`config.mk`:
```
export PLATFORM = sky130hd
export DESIGN_NAME = mult_add_arbiter
export DESIGN_NICKNAME = d
export VERILOG_FILES = /design/src/rtl/mult_add_arbiter_pkg.sv /design/src/rtl/rr_arbiter.sv /design/src/rtl/mult_add_arbiter.sv
export SDC_FILE = /design/constraint.sdc
export NUM_CORES = 1
export LEC_CHECK = 0
export CELL_PAD_IN_SITES_DETAIL_PLACEMENT = 1
export CELL_PAD_IN_SITES_GLOBAL_PLACEMENT = 2
export CORE_AREA = 2 2 220 222
export CTS_CLUSTER_SIZE = 14
export DETAILED_ROUTE_END_ITERATION = 12
export DIE_AREA = 0 0 222 224
export PLACE_DENSITY_LB_ADDON = 0.1
export SKIP_LAST_GASP = 1
export SYNTH_ARGS = -nofsm -noshare
export SYNTH_HDL_FRONTEND = slang
export SYNTH_HIERARCHICAL = 1
export SYNTH_SLANG_ARGS = --single-unit
```
`constraint.sdc`:
```
create_clock -name clk -period 4.4 [get_ports clk]
set_input_delay 0.88 -clock clk [delete_from_list [all_inputs] [get_ports clk]]
set_output_delay 0.88 -clock clk [all_outputs]
set_load 0.02 [all_outputs]
```
`src/rtl/mult_add_arbiter_pkg.sv`:
```
// Shared constants for the mult_add arbiter: native DSP slice widths, the
// latency of the registered mult_add configuration and the index-width helper.
package mult_add_arbiter_pkg;

  localparam int DSP_A_WIDTH      = 25;
  localparam int DSP_B_WIDTH      = 18;
  localparam int DSP_C_WIDTH      = 48;
  localparam int DSP_P_WIDTH      = 48;
  localparam int DSP_MULT_LATENCY = 3;

  // Requester index width; never below one bit so a 2-way arbiter still has an index.
  function automatic int idx_width(input int num_req);
    return (num_req <= 2) ? 1 : $clog2(num_req);
  endfunction

endpackage

```
`src/rtl/rr_arbiter.sv`:
```
// Round-robin priority search starting at a rotating pointer; the pointer
// moves just past the last granted requester.
module rr_arbiter
  import mult_add_arbiter_pkg::*;
#(
  parameter  int NUM_REQ = 4,
  localparam int IDX_W   = idx_width(NUM_REQ)
) (
  input  logic               clk,
  input  logic               rst,
  input  logic               en,
  input  logic [NUM_REQ-1:0] req_valid,
  output logic [NUM_REQ-1:0] grant,
  output logic               grant_valid,
  output logic [IDX_W-1:0]   grant_idx,
  output logic [IDX_W-1:0]   ptr
);

  logic [IDX_W-1:0] cand;

  // rst gates the grant so req_ready drops the instant reset asserts.
  always_comb begin
    grant       = '0;
    grant_valid = 1'b0;
    grant_idx   = '0;
    cand        = '0;
    for (int k = 0; k < NUM_REQ; k++) begin
      cand = IDX_W'((int'(ptr) + k) % NUM_REQ);
      if (!grant_valid && en && !rst && req_valid[cand]) begin
        grant_valid = 1'b1;
        grant_idx   = cand;
      end
    end
    if (grant_valid) begin
      grant[grant_idx] = 1'b1;
    end
  end

  always_ff @(posedge clk or posedge rst) begin
    if (rst) begin
      ptr <= '0;
    end else if (grant_valid) begin
      ptr <= (grant_idx == IDX_W'(NUM_REQ - 1)) ? '0 : grant_idx + 1'b1;
    end
  end

endmodule

```
`src/rtl/mult_add_arbiter.sv`:
```
// Shares one pipelined mult_add slice (p = a*b+c) among NUM_REQ requesters;
// a tag pipe matched to the slice latency routes each result back to its issuer.
module mult_add_arbiter
  import mult_add_arbiter_pkg::*;
#(
  parameter  int NUM_REQ      = 4,
  parameter  int A_DATA_WIDTH = DSP_A_WIDTH,
  parameter  int B_DATA_WIDTH = DSP_B_WIDTH,
  parameter  int C_DATA_WIDTH = DSP_C_WIDTH,
  parameter  int P_DATA_WIDTH = DSP_P_WIDTH,
  parameter  int MULT_LATENCY = DSP_MULT_LATENCY,
  localparam int IDX_W        = idx_width(NUM_REQ)
) (
  input  logic                            clk,
  input  logic                            rst,
  input  logic                            en,
  input  logic [NUM_REQ-1:0]              req_valid,
  output logic [NUM_REQ-1:0]              req_ready,
  input  logic [NUM_REQ*A_DATA_WIDTH-1:0] req_a,
  input  logic [NUM_REQ*B_DATA_WIDTH-1:0] req_b,
  input  logic [NUM_REQ*C_DATA_WIDTH-1:0] req_c,
  output logic [A_DATA_WIDTH-1:0]         dsp_a,
  output logic [B_DATA_WIDTH-1:0]         dsp_b,
  output logic [C_DATA_WIDTH-1:0]         dsp_c,
  output logic                            dsp_valid,
  input  logic [P_DATA_WIDTH-1:0]         dsp_p,
  output logic [NUM_REQ-1:0]              rsp_valid,
  output logic [P_DATA_WIDTH-1:0]         rsp_p,
  output logic                            busy
);

  // Handshake: requester i transfers on a posedge where req_valid[i] & req_ready[i];
  // it holds valid and operands stable until then and may withdraw valid beforehand.
  // Responses carry no backpressure: rsp_valid is a one-cycle strobe.

  logic                    grant_valid;
  logic [IDX_W-1:0]        grant_idx;
  logic [IDX_W-1:0]        rr_ptr;
  logic [A_DATA_WIDTH-1:0] sel_a;
  logic [B_DATA_WIDTH-1:0] sel_b;
  logic [C_DATA_WIDTH-1:0] sel_c;
  logic [IDX_W-1:0]        dsp_idx;
  logic [MULT_LATENCY-1:0] tag_v;
  logic [IDX_W-1:0]        tag_idx [MULT_LATENCY];

  rr_arbiter #(
    .NUM_REQ (NUM_REQ)
  ) u_rr_arbiter (
    .clk         (clk),
    .rst         (rst),
    .en          (en),
    .req_valid   (req_valid),
    .grant       (req_ready),
    .grant_valid (grant_valid),
    .grant_idx   (grant_idx),
    .ptr         (rr_ptr)
  );

  always_comb begin
    sel_a = req_a[grant_idx*A_DATA_WIDTH +: A_DATA_WIDTH];
    sel_b = req_b[grant_idx*B_DATA_WIDTH +: B_DATA_WIDTH];
    sel_c = req_c[grant_idx*C_DATA_WIDTH +: C_DATA_WIDTH];
  end

  // Operand registers hold their last value when idle; only dsp_valid marks live work.
  always_ff @(posedge clk or posedge rst) begin
    if (rst) begin
      dsp_a     <= '0;
      dsp_b     <= '0;
      dsp_c     <= '0;
      dsp_valid <= 1'b0;
      dsp_idx   <= '0;
    end else begin
      dsp_valid <= grant_valid;
      if (grant_valid) begin
        dsp_a   <= sel_a;
        dsp_b   <= sel_b;
        dsp_c   <= sel_c;
        dsp_idx <= grant_idx;
      end
    end
  end

  // Tag stage k mirrors where the slice's result is after k+1 edges past dsp_valid.
  always_ff @(posedge clk or posedge rst) begin
    if (rst) begin
      tag_v <= '0;
      for (int k = 0; k < MULT_LATENCY; k++) begin
        tag_idx[k] <= '0;
      end
    end else begin
      tag_v[0]   <= dsp_valid;
      tag_idx[0] <= dsp_idx;
      for (int k = 1; k < MULT_LATENCY; k++) begin
        tag_v[k]   <= tag_v[k-1];
        tag_idx[k] <= tag_idx[k-1];
      end
    end
  end

  always_comb begin
    rsp_valid = '0;
    if (tag_v[MULT_LATENCY-1]) begin
      rsp_valid[tag_idx[MULT_LATENCY-1]] = 1'b1;
    end
  end

  assign rsp_p = dsp_p;
  assign busy  = dsp_valid | (|tag_v);

endmodule

```
# Word-level counts from Yosys, hierarchy flattened
# Index checks and enable logic that the tools add are counted.
# W data, S select, Z words.
[totals]
latchBits = 0
out_inout_bits = 149
inputBits = 419
mem_bits_ro = 0
word_cells = 71
mem_count = 0
ram_bits = 0
reg_bits = 105
[op_classes]
n_shift = 3
n_eq_ne = 1
mul = 3
div_mod_pow = 0
reduce_logical = 18
n_addsub = 4
n_bitwise = 1
magnitude_cmp = 8
muxes = 23
[ops]
columns = ["operator", "count"]
rows = [
  ["$shiftx A192 B9 Y48", 1],
  ["$shiftx A100 B8 Y25", 1],
  ["$shiftx A72 B8 Y18", 1],
  ["$lt A2 B3 Y1 const B", 6],
  ["$logic_and A1 B1 Y1", 13],
  ["$mux W1", 10],
  ["$mux W2", 5],
  ["$bmux W1 S2", 4],
  ["$mux W4", 2],
  ["$mul A2 B5 Y7 const B", 1],
  ["$mul A2 B4 Y6 const B", 1],
  ["$add A2 B1 Y2 const B", 2],
  ["$add A2 B2 Y2 const B", 2],
  ["$demux W1 S2", 2],
  ["$ge A2 B1 Y1 const B", 2],
  ["$logic_not A1 Y1", 4],
  ["$mul A2 B2 Y4 const B", 1],
  ["$reduce_or A3 Y1", 1],
  ["$eq A2 B2 Y1 const B", 1],
  ["$or A1 B1 Y1", 1],
]

# Longest topological paths before layout
[depth]
word_depth = 24
ltp_mapped = 9
mapped_depth_nobuf = 6

# Hierarchy
# Netlist, hierarchy kept.
[modules_own_cells]
columns = ["mod", "area_per_inst_um2", "n_inst", "seq_area_each_um2", "cells_each"]
rows = [
  ["mult_add_arbiter", 6668.9, 1, 2577.5, 578],
  ["rr_arbiter", 382.9, 1, 50.0, 45],
]

# Worst setup path before layout
# OpenSTA, ideal clock, no wires.
[synth_path]
path_type = "input -> output"
startpoint = "input port req_valid[1]"
endpoint = "output port req_ready[2]"
n_path_buf = 0
path_stages = 6
required_time_ps = 3520
arrival_ps = 2584
slack_ps = 936
cell_sequence = "nor4b_2 -> or4_4 -> or3b_4 -> o32ai_1 -> ha_1 -> and2_1"
[synth_between]
elab_chain_cells = 24
elab_cells_between_ends = 35
classes_between = "order compare (2); mux (19); reduce/logical (14)"
[synth_lines]
columns = ["element", "line_no", "text"]
rows = [
  ["from (decl)", "mult_add_arbiter.sv:17", "input logic [NUM_REQ-1:0] req_valid,"],
  ["$bmux W1 S2", "rr_arbiter.sv:29", "if (!grant_valid && en && !rst && req_valid[cand]) begin"],
  ["$mux W1 (implied by the code)", "rr_arbiter.sv:29", ""],
  ["$logic_and A1 B1 Y1", "rr_arbiter.sv:29", ""],
  ["$mux W1", "rr_arbiter.sv:29", ""],
  ["$logic_not A1 Y1", "rr_arbiter.sv:29", ""],
  ["$logic_and A1 B1 Y1 (3 in series)", "rr_arbiter.sv:29", ""],
  ["$mux W1", "rr_arbiter.sv:29", ""],
  ["$logic_not A1 Y1", "rr_arbiter.sv:29", ""],
  ["[5 not listed]", "n/a", ""],
  ["$logic_and A1 B1 Y1 (3 in series)", "rr_arbiter.sv:29", ""],
  ["$mux W2 *", "rr_arbiter.sv:29", ""],
  ["via grant_idx[1]", "mult_add_arbiter.sv:37", "logic [IDX_W-1:0] grant_idx;"],
  ["$lt A2 B3 Y1 (implied by the code) or $ge A2 B1 Y1 (tied branches)", "rr_arbiter.sv:35", "grant[grant_idx] = 1'b1;"],
  ["$logic_and A1 B1 Y1 (implied by the code)", "rr_arbiter.sv:35", ""],
  ["$mux W1 (implied by the code)", "rr_arbiter.sv:35", ""],
  ["$demux W1 S2 *", "n/a", ""],
  ["$mux W4 *", "rr_arbiter.sv:34", "if (grant_valid) begin"],
  ["to (decl)", "mult_add_arbiter.sv:18", "output logic [NUM_REQ-1:0] req_ready,"],
]
# Mark *: on every way through the listed nets, which the timed path passes. The rest lies on a longest branch. The select of a mux whose other input is x is not followed.

# Final worst setup path
[layout_path]
startpoint = "input port req_valid[1]"
endpoint = "output port req_ready[0]"
[layout_between]
elab_chain_cells = 24
elab_cells_between_ends = 35
classes_between = "order compare (2); mux (19); reduce/logical (14)"
[layout_lines]
columns = ["element", "line_no"]
rows = [
  ["$bmux W1 S2", "rr_arbiter.sv:29"],
  ["$mux W1 (implied by the code)", "rr_arbiter.sv:29"],
  ["$logic_and A1 B1 Y1", "rr_arbiter.sv:29"],
  ["$mux W1", "rr_arbiter.sv:29"],
  ["$logic_not A1 Y1", "rr_arbiter.sv:29"],
  ["$logic_and A1 B1 Y1 (3 in series)", "rr_arbiter.sv:29"],
  ["$mux W1", "rr_arbiter.sv:29"],
  ["$logic_not A1 Y1", "rr_arbiter.sv:29"],
  ["[4 not listed]", "n/a"],
  ["$logic_not A1 Y1", "rr_arbiter.sv:29"],
  ["$logic_and A1 B1 Y1 (3 in series)", "rr_arbiter.sv:29"],
  ["$mux W2", "rr_arbiter.sv:29"],
  ["$lt A2 B3 Y1 (implied by the code) or $ge A2 B1 Y1 (tied branches)", "rr_arbiter.sv:35"],
  ["$logic_and A1 B1 Y1 (implied by the code)", "rr_arbiter.sv:35"],
  ["$mux W1 (implied by the code)", "rr_arbiter.sv:35"],
  ["$demux W1 S2", "n/a"],
  ["$mux W4 *", "rr_arbiter.sv:34"],
]
# Every way passes the cells marked *; elsewhere a longest branch is shown, timed or not. The select of a mux whose other input is x is not followed.

==> results.toml <==
[timing]
drv_slew = 0
hold_violations = 0
period_share_pct = 95.02
min_period_ns = 4.181
setup_viol = 0
worst_pin_slew_ns = 0.8444
rsz0062_at_grt = "false"
skew_ns = 0.006235
clock.fmax_mhz = 239.2
relSlewSlack_pct = 43.71
layout_setup_ws_ns = 0.2192
tns_ns = 0

[layout]
fillCellCount = 5337
drive_above_1_share_pct = 4.199
multi_input_area_um2 = 3592
areaGrowthSynthToFinish_pct = 72.91
nNetsFinal = 1442
seqCellArea_um2 = 2628
final_area_um2 = 12190

[grt]
grt_usage_pct = 13.96
grt_max_degree = 88
grt_overflow_total = 0
antenna_found_initial = 4
grt_pass1_vias = 7328
grt_pass1_wl_um = 51050

[placement]
dp_hpwl_um = 26670
placed_area_um2 = 11910
pre_cts_ws_ns = -0.1470
place_congestion = 0.7375
io_buffers = 471

[clock_network]
cts_buffer_depth = 2
cts_htree_levels = 3
cts-root-buf = "clkbuf_16"
clock-sinks = 105
hold_buffers = 0
cts_tree = "built"
clkLatencyLatePin_ns = 0.38
cts_buffers = 9
cts.reportedPaths.clkPinSlew_ns = 0.08

[drt]
drtIter0Drc = 169
wire_per_inst_um = 21.48
avgViaCountPerCell = 4.048
wirelength_um = 35250
drc_errors = 0
num_vias = 6643
drt_pass1_iterations = 6
antenna_left = 0

[die]
fp.dieW_um = 222
start_util_pct = 14.89
fp-row-count = 80
core_area_um2 = 47350
dieHeight_um = 224
dieArea_um2 = 49730
ios = 568

[yosys]
ys_seq_elements = 105
synth_top_area_share_pct = 37.26
synth_area_per_cell_um2 = 11.32
synth_edf_count = 0
synthTopCellsByArea = "dfrtp_1 37%, mux2i_1 26%, o221ai_1 11%"
synthTopCellsByCount = "182 x mux2i_1, 105 x dfrtp_1, 92 x nand2b_1, 92 x o221ai_1, 50 x buf_4"
synth_most_common_cell = "mux2i_1"
synthArstFlopShare_pct = 100.0
ys_seq_area_share_pct = 37.26
syn-instance-count = 623
synth.distinct_cells = 40
synth-main-ff-cell = "dfrtp_1"
syn_area_um2 = 7052
syn_nets = 1046
synth_warnings = 6
yosys.area.top_type = "dfrtp_1"

[status]
status = "completed"

[setup_path]
slowest_stage = "or4_4"
setup.worst_path.class = "primary input to primary output"
crit_path_start_kind = "primary input"
critPathArrivalTime_ns = 3.30
worstSetupEndpointType = "primary output"
slowest_delay_ns = 0.55
path_cells = "clkdlybuf4s50_1 > nor4b_2 > or4_4 > or3b_4 > o32a_1 > ha_1 > and2_1 > dlygate4sd2_1"
path_max_fanout = 3
critPathRequiredTime_ns = 3.52

[hold_path]
hp-class = "register to register"

[power_and_ir_drop]
powerDensity_nw_per_um2 = 312.2
max-vdd-ir-drop_mv = 0.1575
p_leak_nw = 4.394

[job]
maxCapViolCount = 0
where the power goes:
part / switching (mW) / internal, mW / total [mW]
Sequential: 0.134 / 1.16 / 1.30
Clock: 0.452 / 0.388 / 0.840
Combinational: 0.768 / 0.901 / 1.67
Total: 1.35 / 2.45 / 3.81
layout make-up:
| class | count | share of cell area, % |
|---|---|---|
| Clock inverter | 7 | 0.4515 |
| Inverter | 5 | 0.1744 |
| Clock buffer | 9 | 1.847 |
| Antenna cell | 2 | 0.04105 |
| Timing Repair Buffer | 486 | 40.16 |
| Multi-Input combinational cell | 412 | 29.46 |
| Tap cell | 615 | 6.311 |
| Sequential cell | 105 | 21.55 |
path summary, 6_finish.rpt:
path                                           from                  end  slack [ns]  cells past startpoint
worst min register to register           tag_idx[5]           tag_idx[3]        0.35                      0
worst min-delay path                     tag_idx[5]           tag_idx[3]        0.35                      0
min in group asynchronous                       rst  u_rr_arbiter/ptr[1]        0.81                      2
worst max register to register  u_rr_arbiter/ptr[0]            dsp_a[21]        1.38                      8
max in group asynchronous                       rst            dsp_b[13]        2.50                      3
worst max-delay path                   req_valid[1]         req_ready[0]        0.22                      8
registers in the layout, summed over array words and instances (netlist names):
name and count:
dsp_a 25, dsp_b 18, tag_v 3, dsp_c 48
dsp_idx 2, dsp_valid 1, tag_idx 6, u_rr_arbiter/ptr 2
cell usage in the layout (no fill, tap or decap), types with 4 or more instances in the layout:
cell type / netlist / routed
clkdlybuf4s50_1: 0 / 467
mux2i_1: 182 / 182
dfrtp_1: 105 / 105
o221ai_1: 92 / 92
nand2b_1: 92 / 91
clkbuf_16: 0 / 9
buf_4: 50 / 9
nor2_1: 7 / 6
buf_12: 12 / 6
clkinvlp_4: 0 / 5
inv_1: 5 / 4
dlygate4sd2_1: 0 / 4
and2_1: 4 / 4
ha_1: 4 / 4
critical path, delay by kind of cell:
kind            cells  cell delay, ns
simple gates        4            1.26
compound gates      1            0.22
buf+inv             2            0.75
fa+ha+maj           1            0.18
metal layers:
metal,routed length [um],global-route usage (%),part of all wire (%)
met1,14220,15.92,40
met2,17220,23.72,49
met5,27,0,0.077
met3,3466,6.742,9.8
met4,313,2.855,0.89
logic make-up (layout without fill, tap and decap cells):
group,count (synthesis),count (layout),share of synthesized area (%)
muxes,184,184,26.15
DFF,105,105,37.26
buffers and inverters,106,507,12.38
AOI/OAI and AO/OA,104,104,12.65
other,0,2,0
adders and majority gates,4,4,0.7098
and+or+nand+nor,120,120,10.84
per-stage QoR:
| step | total power [mW] | utilization [%] | cells | hold WS, ns |
|---|---|---|---|---|
| after floorplan | 2.180 | - | 623 | 0.3312 |
| after global placement | 3.026 | 25.15 | 1623 | 0.3355 |
| after detailed placement | 3.021 | 25.15 | 1623 | 0.3371 |
| after CTS | 3.924 | 25.74 | 1639 | 0.3570 |
| after global routing | 4.063 | 25.75 | 1641 | 0.3625 |
| final | 3.807 | 25.75 | 1641 | 0.3515 |
repair_timing:
item | CTS | global route
setup endpoints to repair | 4 | 0
setup buffers | 0 | 0
gates resized for setup | 5 | 0
endpoints found under the hold margin | 0 | 0
(Power assumes the default switching activity.)
